<file path="config.mk">
export PLATFORM = sky130hd
export DESIGN_NAME = auto_scale_formatter
export DESIGN_NICKNAME = d
export VERILOG_FILES = /design/src/rtl/auto_scale_formatter.sv
export SDC_FILE = /design/constraint.sdc
export NUM_CORES = 1
export LEC_CHECK = 0
export BUFFER_PORTS_ARGS = -buffer_cell sky130_fd_sc_hd__clkbuf_2
export CORE_MARGIN = 2
export CORE_UTILIZATION = 40
export CTS_CLUSTER_DIAMETER = 120
export DETAILED_ROUTE_END_ITERATION = 6
export HOLD_SLACK_MARGIN = 0.02
export MAX_ROUTING_LAYER = met4
export PLACE_DENSITY = 0.65
export REMOVE_ABC_BUFFERS = 1
export SLEW_MARGIN = 20
export SYNTH_ARGS = -nofsm -noshare
export SYNTH_HDL_FRONTEND = slang
export SYNTH_SLANG_ARGS = --single-unit
</file>
<file path="constraint.sdc">
create_clock -name clk_i -period 2.2 [get_ports clk_i]
set_clock_uncertainty 0.1 [all_clocks]
set_input_delay 0.22 -clock clk_i [delete_from_list [all_inputs] [get_ports clk_i]]
set_output_delay 0.22 -clock clk_i [all_outputs]
set_load 0.01 [all_outputs]
</file>
<file path="src/rtl/auto_scale_formatter.sv">
// Sequential binary-to-BCD converter (shift-add-3) feeding a 4-digit auto-ranging window
// with decimal-point placement; digit outputs update only when a conversion completes.
module auto_scale_formatter #(
    parameter int W    = 20,
    parameter int D    = 7,
    parameter int FRAC = 3
) (
    input  logic         clk_i,
    input  logic         rst_ni,
    input  logic         start_i,
    input  logic [W-1:0] bin_i,
    output logic         busy_o,
    output logic         done_o,
    output logic [4:0]   in0_o,
    output logic [4:0]   in1_o,
    output logic [4:0]   in2_o,
    output logic [4:0]   in3_o
);

    localparam int CW = $clog2(W);
    localparam int IW = $clog2(D);

    typedef enum logic [1:0] {IDLE, CONVERT, SCALE} state_t;

    state_t           state_reg;
    logic [W-1:0]     bin_reg;
    logic [D*4-1:0]   bcd_reg;
    logic [D*4-1:0]   bcd_adj;
    logic [CW-1:0]    cnt_reg;
    logic             busy_reg;
    logic             done_reg;
    logic [4:0]       out_reg [4];

    logic [3:0]       digit   [D];
    logic [IW-1:0]    top_idx;
    logic [IW-1:0]    win_idx [4];
    logic [4:0]       win_out [4];

    // Per-nibble add-3 correction applied before every shift.
    generate
        for (genvar gi = 0; gi < D; gi++) begin : g_nibble
            assign digit[gi] = bcd_reg[gi*4 +: 4];
            assign bcd_adj[gi*4 +: 4] = (bcd_reg[gi*4 +: 4] >= 4'd5) ?
                                        bcd_reg[gi*4 +: 4] + 4'd3 : bcd_reg[gi*4 +: 4];
        end
    endgenerate

    // Window top is the highest nonzero digit, but never below the units digit.
    always_comb begin
        top_idx = '0;
        for (int i = 1; i < D; i++) begin
            if (digit[i] != 4'd0) top_idx = IW'(i);
        end
        if (top_idx < IW'(FRAC)) top_idx = IW'(FRAC);
        for (int j = 0; j < 4; j++) begin
            win_idx[j] = top_idx - IW'(3 - j);
            win_out[j] = {(win_idx[j] != IW'(FRAC)), 4'd0};
            for (int k = 0; k < D; k++) begin
                if (win_idx[j] == IW'(k)) win_out[j][3:0] = digit[k];
            end
        end
    end

    always_ff @(posedge clk_i or negedge rst_ni) begin
        if (!rst_ni) begin
            state_reg  <= IDLE;
            bin_reg    <= '0;
            bcd_reg    <= '0;
            cnt_reg    <= '0;
            busy_reg   <= 1'b0;
            done_reg   <= 1'b0;
            out_reg[3] <= 5'h00;
            out_reg[2] <= 5'h10;
            out_reg[1] <= 5'h10;
            out_reg[0] <= 5'h10;
        end else begin
            done_reg <= 1'b0;
            case (state_reg)
                IDLE: begin
                    if (start_i) begin
                        bin_reg   <= bin_i;
                        bcd_reg   <= '0;
                        cnt_reg   <= '0;
                        busy_reg  <= 1'b1;
                        state_reg <= CONVERT;
                    end
                end
                CONVERT: begin
                    {bcd_reg, bin_reg} <= {bcd_adj, bin_reg} << 1;
                    if (cnt_reg == CW'(W - 1)) begin
                        state_reg <= SCALE;
                    end else begin
                        cnt_reg <= cnt_reg + CW'(1);
                    end
                end
                SCALE: begin
                    for (int j = 0; j < 4; j++) out_reg[j] <= win_out[j];
                    done_reg  <= 1'b1;
                    busy_reg  <= 1'b0;
                    state_reg <= IDLE;
                end
                default: state_reg <= IDLE;
            endcase
        end
    end

    assign busy_o = busy_reg;
    assign done_o = done_reg;
    assign in0_o  = out_reg[0];
    assign in1_o  = out_reg[1];
    assign in2_o  = out_reg[2];
    assign in3_o  = out_reg[3];

endmodule

</file>
Word-level counts from Yosys, hierarchy flattened
Cells that the tools add are included.
{"block": "totals", "ff_bits": 77}
{"block": "op_classes", "addsub": 11, "magnitude_cmp": 8, "eq_ne": 34, "mux": 55, "n_reduce_logical": 17}
{"cell": "$mux W4", "n": 34}
{"cell": "$pmux W28 S2", "n": 1}
{"cell": "$pmux W20 S2", "n": 1}
{"cell": "$eq A3 B3 Y1 const B", "n": 12}
{"cell": "$ge A4 B3 Y1 const B", "n": 7}
{"cell": "$mux W28", "n": 1}
{"cell": "$add A4 B2 Y4 const B", "n": 6}
{"cell": "$eq A3 B2 Y1 const B", "n": 8}
{"cell": "$reduce_bool A4 Y1", "n": 6}
{"cell": "$mux W20", "n": 1}
{"cell": "$mux W3", "n": 5}
{"cell": "$eq A3 B1 Y1 const B", "n": 4}
{"cell": "$logic_not A3 Y1", "n": 4}
{"cell": "$ne A3 B2 Y1 const B", "n": 4}
{"cell": "$mux W5", "n": 2}
{"cell": "$pmux W5 S2", "n": 1}
{"cell": "$mux W2", "n": 4}
{"cell": "$ne A2 B2 Y1 const B", "n": 3}
{"cell": "$reduce_and A2 Y1", "n": 3}
{"cell": "$sub A3 B2 Y3 const B", "n": 2}
{"cell": "$add A5 B1 Y5 const B", "n": 1}
{"cell": "$eq A5 B5 Y1 const B", "n": 1}
{"cell": "$pmux W2 S2", "n": 1}
{"cell": "$reduce_bool A2 Y1", "n": 2}
{"cell": "other kinds (9)", "n": 11}

Logic depth before layout (Yosys ltp)
Gate-level depths: netlist of run 1.
{"block": "logic_depth", "word_depth": 18, "ltp_mapped": 8, "mapped_depth_nobuf": 6}

Least setup slack after synthesis of run 1
No wires, ideal clock.
{"block": "synth_timing", "path_type": "flip-flop to flip-flop", "from": "reg bcd_reg[16]", "to": "reg out_reg (netlist bit in0_o[0])", "t_arrival_ns": 1.747, "setup_slack_ns": 0.227, "stages_incl_launch_ff": 9, "path_buffers": 2, "period_less_slack_ns": 1.973, "path_cell_list": "dfrtp_1 inv_1 ha_1 nor3b_2 buf_6 buf_12 mux2i_1 a211oi_2 a221o_1"}
{"block": "synth_via", "elab_chain_len": 15}
{"element": "from (decl)", "line": "27", "text": "logic [D*4-1:0] bcd_reg;"}
{"element": "from (signal assigned)", "line": "89", "text": "{bcd_reg, bin_reg} <= {bcd_adj, bin_reg} << 1;"}
{"element": "$reduce_bool A4 Y1", "line": "52", "text": "if (digit[i] != 4'd0) top_idx = IW'(i);"}
{"element": "$mux W3 (3 in series)", "line": "52"}
{"element": "$lt A3 B2 Y1", "line": "54", "text": "if (top_idx < IW'(FRAC)) top_idx = IW'(FRAC);"}
{"element": "$mux W3", "line": "54"}
{"element": "$sub A3 B2 Y3", "line": "56", "text": "win_idx[j] = top_idx - IW'(3 - j);"}
{"element": "$logic_not A3 Y1", "line": "59", "text": "if (win_idx[j] == IW'(k)) win_out[j][3:0] = digit[k];"}
{"element": "$mux W4 (6 in series)", "line": "59"}
{"element": "$mux W4 *", "line": "59"}
{"element": "to (decl)", "line": "32", "text": "logic [4:0] out_reg [4];"}
Mark *: on every way between the ends. The rest lies on a longest branch, timed or not.
A chain may end at the register's enable or synchronous reset.

Worst setup path in the final report of run 1
{"block": "layout_timing", "from": "reg bcd_reg[16]", "to": "reg out_reg (netlist bit in0_o[1])"}
{"block": "layout_via", "elab_chain_len": 15}
{"element": "$reduce_bool A4 Y1 *", "line": "52"}
{"element": "$mux W3 * (3 in series)", "line": "52"}
{"element": "$lt A3 B2 Y1", "line": "54"}
{"element": "$mux W3 *", "line": "54"}
{"element": "$sub A3 B2 Y3 *", "line": "56"}
{"element": "$logic_not A3 Y1", "line": "59"}
{"element": "$mux W4 (6 in series)", "line": "59"}
{"element": "$mux W4 *", "line": "59"}
Marks and branches as above.

==> metrics, run 1 <==
Largest register FFs 28; P_leak 2.26 nW; global-route wire length before repair ~16 mm; Min-Delay Path Class input pin to async pin; detailed-route wire length about 9.5 mm; Seq cells post-synth 77; Worst R2R Path Depth 7; DP Worst Slack 0.110 ns; RR Startpoint bcd_reg[16]; post-CTS setup buffer count 0; drt drc 0; RSZ-0062 raised after global routing false; crit path from bcd_reg[16]; Finish-stage setup viols 0; CTS Root Cell clkbuf_8; post-synthesis sequential area ratio around 46%; ant diodes 0; critical path class flip-flop to flip-flop; dpl hpwl between 6 and 7 mm; GR Util All Layers 18.5%; fin area just under 5000 sq um; CP cell instances inv_1 -> ha_1 -> nor3b_2 -> buf_4 -> mux2i_1 -> a211oi_2 -> a221o_1; die width 107 um; First-pass DRT Iterations 4; fmax 479 MHz; H-tree depth 3; Worst-Margin Slew 0.596 ns; hold slack 0.256 ns; vias in the first global route 3413; final core occ 48.4%; Post-Syn Area ~4200 sq um; GR Overflow Total 0; peak supply drop 548 uV; routed len/inst 15.0 um; final hold violations 0; Die ar. 11400 sq um; max-cap viol count 0; initial antenna violation count 0; Antenna Violating Nets Remaining 0; worst-path maximum fanout 10; leading cell type in the layout, fill and taps excluded dfrtp_1; Initial Util 41.0%; CP startpoint kind flip-flop; placed inst area between 4000 and 5000 sq um; FILL cells roughly 980; syn avg cell area just under 10 sq um; Syn Inst Count 435; core area 10300 sq um; Chip Height 107 um; largest net degree at the start of global routing 46; gpl congestion between 0.8 and 0.9; reg2reg setup slack between 0.1 and 0.15 ns; nets between 500 and 600; Synth cell types 50; Tmin final 2.09 ns; Overall Power 0.00682 W; clk buf depth 2; Initial DRC Count 205; Post-CTS Resized 0; final setup margin 0.114 ns; num ports 45; status complete, no violations; clock slew at reported path FFs 0.08 ns; period utilisation layout 94.8%; CTS tree done; Vias/cell 5.32; clk sinks between 70 and 80; CP required roughly 2.3 ns; synth-to-layout area growth 18.0%; share of layout cells above drive strength 1 18.8%; worst r2r dst in0_o[1]; CTS Hold Buffers Added 21; relative slew slack 60.1%; CP Capture Type flip-flop; synth warn 0; CP endpoint in0_o[1]; Pins Over Slew Limit 0; Slowest cell on crit path dfrtp_1; Critical Path Max Stage Delay 0.42 ns; power per standard cell area 1370 nW/um^2; Arr. time, crit path 2.22 ns; cts bufs inserted 9; Std-Cell Rows 37; highest-count cells in the layout ignoring fill and taps dfrtp_1, nor2_1, nand2_1; routed via count 3381; Skew-Pair Late Insertion Delay 0.36 ns; Buffers on Ports 44
report_power, final:
| part | total (W) | switching (W) | internal [W] |
|---|---|---|---|
| Clock | 0.00113 | 0.000541 | 0.000586 |
| Combinational | 0.00310 | 0.00171 | 0.00139 |
| Sequential | 0.00260 | 0.000583 | 0.00201 |
stage by stage:
stage | std cells | setup TNS [ns]
6_report | 635 | 0
5_1_grt | 635 | 0
4_1_cts | 635 | 0
3_5_place_dp | 598 | 0
3_3_place_gp | 598 | 0
2_1_floorplan | 400 | -26.35
Yosys cell counts (all sizes together):
| cell | number | area (sq um) |
|---|---|---|
| a211o | 5 | 43.8 |
| a211oi | 9 | 82.6 |
| a21o | 1 | 7.51 |
| a21oi | 10 | 50.1 |
| a221o | 9 | 90.1 |
| a22o | 1 | 8.76 |
| a31oi | 25 | 156 |
| a32o | 7 | 70.1 |
| and3b | 1 | 8.76 |
| buf | 24 | 185 |
| clkbuf | 11 | 53.8 |
| dfrtp | 74 | 1850 |
| dfstp | 3 | 78.8 |
| ha | 17 | 213 |
| inv | 18 | 67.6 |
| mux2 | 1 | 11.3 |
| mux2i | 15 | 150 |
| nand2 | 56 | 218 |
| nand2b | 10 | 62.6 |
| nand3 | 18 | 90.1 |
| nand4 | 2 | 12.5 |
| nand4bb | 1 | 11.3 |
| nor2 | 56 | 210 |
| nor2b | 2 | 12.5 |
| nor3b | 6 | 66.3 |
| o2111ai | 1 | 8.76 |
| o211ai | 2 | 15.0 |
| o21ai | 6 | 30.0 |
| o22ai | 10 | 62.6 |
| o311ai | 8 | 70.1 |
| o31ai | 8 | 60.1 |
| o32ai | 3 | 26.3 |
| or2 | 1 | 6.26 |
| or3b | 2 | 17.5 |
| xnor2 | 7 | 61.3 |
| xor2 | 5 | 43.8 |
per-layer routing:
metal | GRT usage [%] | wire length [um] | vias up
met1 | 23.6 | 4340 | 1613
met5 | - | 0 | -
met2 | 29.8 | 4580 | 80
met3 | 4.80 | 476 | 14
li1 | - | - | 1674
met4 | 4.27 | 119 | 0
area by class of cell:
class                   count  area [sq um]  area share [%]
multi-input cells         305          1990            40.0
flip-flops and latches     77          1930            38.8
repair buffers             83           606            12.2
well taps                 136           170            3.42
clock buffers              11           151            3.05
inverters                  18          67.6            1.36
clock inverters             5          58.8            1.18
worst max-delay path: cells and delay by family (launching register included):
family	cells	cell delay, ns
buf+inv	2	0.40
simple gates	1	0.20
fa+ha+maj	1	0.19
mux	1	0.29
compound gates	2	0.37
flops	1	0.42
worst min path at each step:
stage	startpoint	end	slack, ns	cells past startpoint
5_1_grt	start_i	cnt_reg[2]	0.27	4
6_report	rst_ni	done_o	0.26	2
3_5_place_dp	rst_ni	in1_o[1]	0.1	1
2_1_floorplan	rst_ni	bcd_reg[0]	-0.18	0
4_1_cts	rst_ni	in1_o[0]	0.26	2
3_3_place_gp	rst_ni	in1_o[2]	0.10	1
cell families (layout without fill, tap and decap cells):
logic type | after synthesis | in the layout | synth area share (%)
DFF | 77 | 77 | 45.8
and+or+nand+nor | 155 | 155 | 17.0
adders and majority gates | 17 | 17 | 5.05
muxes | 16 | 16 | 3.83
xor gates and xnor gates | 12 | 12 | 2.49
AOI/OAI and AO/OA | 105 | 105 | 18.6
buffers and inverters | 53 | 117 | 7.27
(Power assumes the default switching activity.)
==> run 2: changes to the inputs <==
- ABC_AREA: unset -> 1
- SLEW_MARGIN: 20 -> unset
- clock period: 2.2 -> 2.65 ns (I/O delays scaled with it)
==> run 2 against run 1 <==
  * Worst hold slack worse by 0.21 ns
  * Largest power group unchanged
  * Highest routed layer unchanged
  * Non-clock buffer count is 29 lower
  * Routed wire length is 2.6% higher
  * Via count is 7.5% higher
  * Clock-buffer cell count is 2 lower
  * Sequential cell count stayed put
  * Critical path type unchanged
==> metrics, run 2 <==
peak supply drop 472 uV; drt drc 0; leading cell type in the layout, fill and taps excluded nand2_1; P_leak 2.25 nW; status complete, no violations; Worst R2R Path Depth 9; ranking of synthesized cells by area dfrtp_1, o21ai_0, nand2_1; clock slew at reported path FFs ~0.08 ns; clk sinks 77; crit path from bcd_reg[24]; initial antenna violation count 0; Initial DRC Count 145; WHS Endpoint bin_reg[0]; worst-path maximum fanout 12; Initial Util between 40% and 50%; Largest register FFs 28; Finish-stage setup viols 0; FILL cells 1054; highest-count cells in the layout ignoring fill and taps nand2_1, o21ai_0, dfrtp_1; CTS tree done; dpl hpwl 6.61 mm; critical path class flip-flop to flip-flop; share of layout cells above drive strength 1 16.1%; Post-Syn Area 4160 sq um; detailed-route wire length 9.75 mm; area leader, netlist dfrtp_1; CP Capture Type flip-flop; core area around 10000 sq um; Seq cells post-synth 77; RR Startpoint bcd_reg[24]; num ports 45; die width roughly 110 um; ant diodes 0; Hold Path Origin bin_i[0]; cell count of the worst hold path 3; register area slightly below 2000 sq um; Arr. time, crit path 2.14 ns; global-route wire length before repair 16.6 mm; Synth Flop Type dfrtp_1; clk buf depth 2; GR Util All Layers 18.8%; footprint of the multi-input gates 1940 sq um; RSZ-0062 raised after global routing false; asr flop ratio synth 100%; most instantiated library cell after synthesis nand2_1; First-pass DRT Iterations 7; placed inst area 4470 sq um; routed len/inst approximately 14 um; power per standard cell area 1240 nW/um^2; final hold violations 0; H-tree depth 3; Min-Delay Path Class input pin to flip-flop; relative slew slack 36.5%; period utilisation layout 74.8%; Tmin final 1.98 ns; Worst-Margin Slew 0.953 ns; reg2reg setup slack roughly 0.67 ns; gpl congestion 0.920; Chip Height 106 um; synth-to-layout area growth 12.9%; Synth top area share 44.6%; Setup TNS 0 ns; CTS Root Cell clkbuf_8; Die ar. between 10000 and 15000 sq um; routed via count 3633; fin area 4690 sq um; GR Overflow Total 0; Syn Inst Count slightly above 500; Skew-Pair Late Insertion Delay roughly 0.36 ns; Vias/cell 5.19; Overall Power 0.00580 W; Buffers on Ports between 40 and 50; Pins Over Slew Limit 0; syn avg cell area around 8.0 sq um; Std-Cell Rows 37; post-synthesis sequential area ratio 46.4%; cts bufs inserted 9; worst r2r dst in2_o[2]; synth warn 0; post-CTS setup buffer count 0; CP startpoint kind flip-flop; fmax 504 MHz; max-cap viol count 0; Synth cell types 32; Antenna Violating Nets Remaining 0; nets 599; EDFF count, synth 0; largest net degree at the start of global routing 78; Post-CTS Resized 0; vias in the first global route 3427; CP required 2.80 ns; Post-synth top cells nand2_1, o21ai_0, dfrtp_1
==> run 2: what timing repair did <==
item | in CTS | in global routing
hold buffers | 2 | 0
setup endpoints to repair | 0 | 0
endpoints found under the hold margin | 75 | 0
==> run 2: through the flow <==
stage | util (%) | instances | setup WS, ns | hold slack [ns]
4_1_cts | 46.1 | 700 | 0.695 | 0.0412
6_report | 46.1 | 700 | 0.667 | 0.0483
5_1_grt | 46.1 | 700 | 0.514 | 0.0756
3_5_place_dp | 43.9 | 682 | 0.755 | 0.368
2_1_floorplan | - | 494 | 0.340 | -0.131
3_3_place_gp | 43.9 | 682 | 0.760 | 0.362
==> run 2: report_power, final <==
group	internal (W)	switching [W]	leakage [nW]	total [W]
registers	0.00172	0.000445	0.907	0.00216
logic	0.000988	0.00176	1.25	0.00274
clock network	0.000437	0.000459	0.0918	0.000896
==> run 2: kinds of logic after synthesis <==
kind of cell	synth area share, %
adders and majority gates	5.12
DFF	46.4
xor gates and xnor gates	0.843
buffers and inverters	6.77
AOI/OAI and AO/OA	20.2
and+or+nand+nor	20.6
==> run 2: worst max path at each step <==
stage / endpoint / cells after the start
2_1_floorplan: bcd_reg[23] / 4
3_3_place_gp: in1_o[1] / 7
3_5_place_dp: in0_o[0] / 9
4_1_cts: in2_o[2] / 9
5_1_grt: in2_o[2] / 9
6_report: in2_o[2] / 9
==> run 2: layer usage <==
metal / routed length, um / GRT usage (%) / vias up
met5: 0 / - / -
met4: 157 / 6.67 / 0
met3: 408 / 3.31 / 11
met2: 4680 / 29.5 / 87
met1: 4510 / 24.9 / 1717
li1: - / - / 1818
==> run 2: layout make-up <==
class                      count  share of cell area, %
clock buffer                   9                   2.64
sequential                    77                   41.1
tap                          136                   3.63
timing repair buffer          54                   6.45
clock inverter                 7                   1.60
multi-input combinational    378                   41.4
inverter                      39                   3.12
==> run 2: worst max-delay path, stage by stage, from the launching register on <==
cell and delay [ns]:
dfrtp_1 0.42, inv_1 0.10, ha_1 0.20, nand2_2 0.16
inv_2 0.16, nand2_1 0.27, o21ai_0 0.26, inv_1 0.07
nand2_1 0.09, nand2_1 0.05
==> run 3: changes to the inputs <==
- PLACE_DENSITY: 0.65 -> 0.67
- clock period: 2.65 -> 1.6 ns (I/O delays scaled with it)
==> run 3 against run 2 <==
  * The flow now finishes with violations (setup timing)
  * Sequential power increased by 60%
  * Clock power increased by 89%
  * Design area increased by 20%
  * Setup slack got worse by 0.70 ns
  * Global-route usage increased by 1.9 points
  * Critical path type unchanged
  * Largest cell class unchanged
==> metrics, run 3 (same netlist as run 2, synthesis figures left out) <==
status finished, violations left; violated checks setup timing; drt drc 0; Slowest cell on crit path dfrtp_1; routed len/inst 14.1 um; H-tree depth 3; Worst-Margin Slew 0.421 ns; Tmin final 1.63 ns; First-pass DRT Iterations 5; Die ar. 11200 sq um; Std-Cell Rows 37; peak supply drop ~1000 uV; cts bufs inserted 9; detailed-route wire length 11.0 mm; gpl congestion 0.898; Finish-stage setup viols 8; vias in the first global route 3800; register area 1930 sq um; GR Overflow Total 0; share of layout cells above drive strength 1 29.1%; leading cell type in the layout, fill and taps excluded nand2_1; GR Util All Layers between 20% and 30%; power per standard cell area 2030 nW/um^2; dpl hpwl 7.31 mm; Buffers on Ports 44; die width approximately 110 um; final setup margin -0.0285 ns; Chip Height 106 um; fmax 614 MHz; highest-count cells in the layout ignoring fill and taps nand2_1, dfrtp_1, o21ai_0; Skew-Pair Late Insertion Delay around 0.36 ns; CP cell instances inv_2 -> ha_4 -> nand2_4 -> buf_12 -> nor2_8 -> buf_4 -> o211ai_1 -> nand2_1 -> nand2_1; CTS Root Cell clkbuf_8; initial antenna violation count 0; Placed Cells 729; Vias/cell 5.23; RSZ-0062 raised after global routing true; CP startpoint kind flip-flop; placed inst area 4890 sq um; Critical Path Max Stage Delay 0.39 ns; Antenna Violating Nets Remaining 0; Initial DRC Count 247; global-route wire length before repair 18.1 mm; max-cap viol count 0; worst-path maximum fanout 7; fin area 5620 sq um; routed via count 4075; critical path class flip-flop to flip-flop; period utilisation layout 102%; final cell count without fillers approximately 780; Min-Delay Path Class input pin to flip-flop; relative slew slack 72.0%; largest net degree at the start of global routing 35; clock slew at reported path FFs 0.08 ns; Most Frequent Cell on Critical Path nand2_1; final hold violations 0; CP required 1.75 ns; P_leak between 2 and 3 nW; clk sinks 77; num ports between 40 and 50; footprint of the multi-input gates 2100 sq um; nets 678; DP Worst Slack -0.0715 ns; Initial Util 40.8%; synth-to-layout area growth 35.3%; ant diodes 0; Overall Power 0.0114 W; CTS tree done; Largest register FFs 28; CP Capture Type flip-flop; Arr. time, crit path 1.78 ns; Pins Over Slew Limit 0; core area 10200 sq um; FILL cells just over 900; clk buf depth 2
run 3: changes by cell type in the layout (fill, tap and decap cells not counted), moves of 8 or more:
cell           delta
buf_4            +52
dlygate4sd3_1    +18
nand2_1           -9
nand2_2           +8
nand3_1           -9
nand3_2           +8
o21ai_0           -8
run 3: final timing paths:
path	slack [ns]	cells after the start	startpoint	endpoint
min reg2reg	0.38	2	in2_o[2]	in2_o[2]
max in group asynchronous	0.63	3	rst_ni	in0_o[4]
min	0.02	3	bin_i[5]	bin_reg[5]
max	-0.03	9	bcd_reg[25]	in3_o[2]
min in group asynchronous	0.18	2	rst_ni	bcd_reg[10]
max reg2reg	-0.03	9	bcd_reg[25]	in3_o[2]
run 3: metrics by stage:
step	setup TNS [ns]	hold WS (ns)	util, %
finish	-0.118	0.0209	55.2
CTS	-0.0215	0.0207	53.4
global placement	-0.0183	0.0205	48.0
global route	-1.16	0.0605	55.2
floorplan	-34.99	-0.236	-
detailed placement	-0.396	0.0250	48.0
run 3: report_power, final:
group          internal [W]  switching [W]  total (W)
combinational       0.00272        0.00356    0.00628
sequential          0.00285       0.000601    0.00345
clock              0.000966       0.000723    0.00169
total               0.00653        0.00489     0.0114
run 3: metal layers:
layer	global-route usage, %	vias up	share of wire [%]
met2	33.6	149	48
met5	-	-	0
li1	-	1977	-
met1	25.8	1914	43
met3	4.35	35	6.7
met4	7.99	0	2.6
run 3: worst max-delay path, delay by kind of cell, from the launching register on:
family | cells | cell delay (ns)
compound gates | 1 | 0.14
fa+ha+maj | 1 | 0.15
buf+inv | 3 | 0.37
flops | 1 | 0.39
simple gates | 4 | 0.39
run 3: final cells by class:
type | count | share of cell area (%)
clock buffers | 13 | 2.83
clock inverters | 3 | 1.20
inverters | 39 | 2.67
multi-input cells | 378 | 37.4
flip-flops and latches | 77 | 34.3
well taps | 136 | 3.03
repair buffers | 133 | 18.6
run 3: timing repair:
item,4_1_cts,5_1_grt
resized for setup,13,44
gates cloned,1,0
hold endpoints to repair,91,0
setup endpoints to repair,21,33
hold buffers,20,0
buffers inserted,6,8
pin swaps,2,19
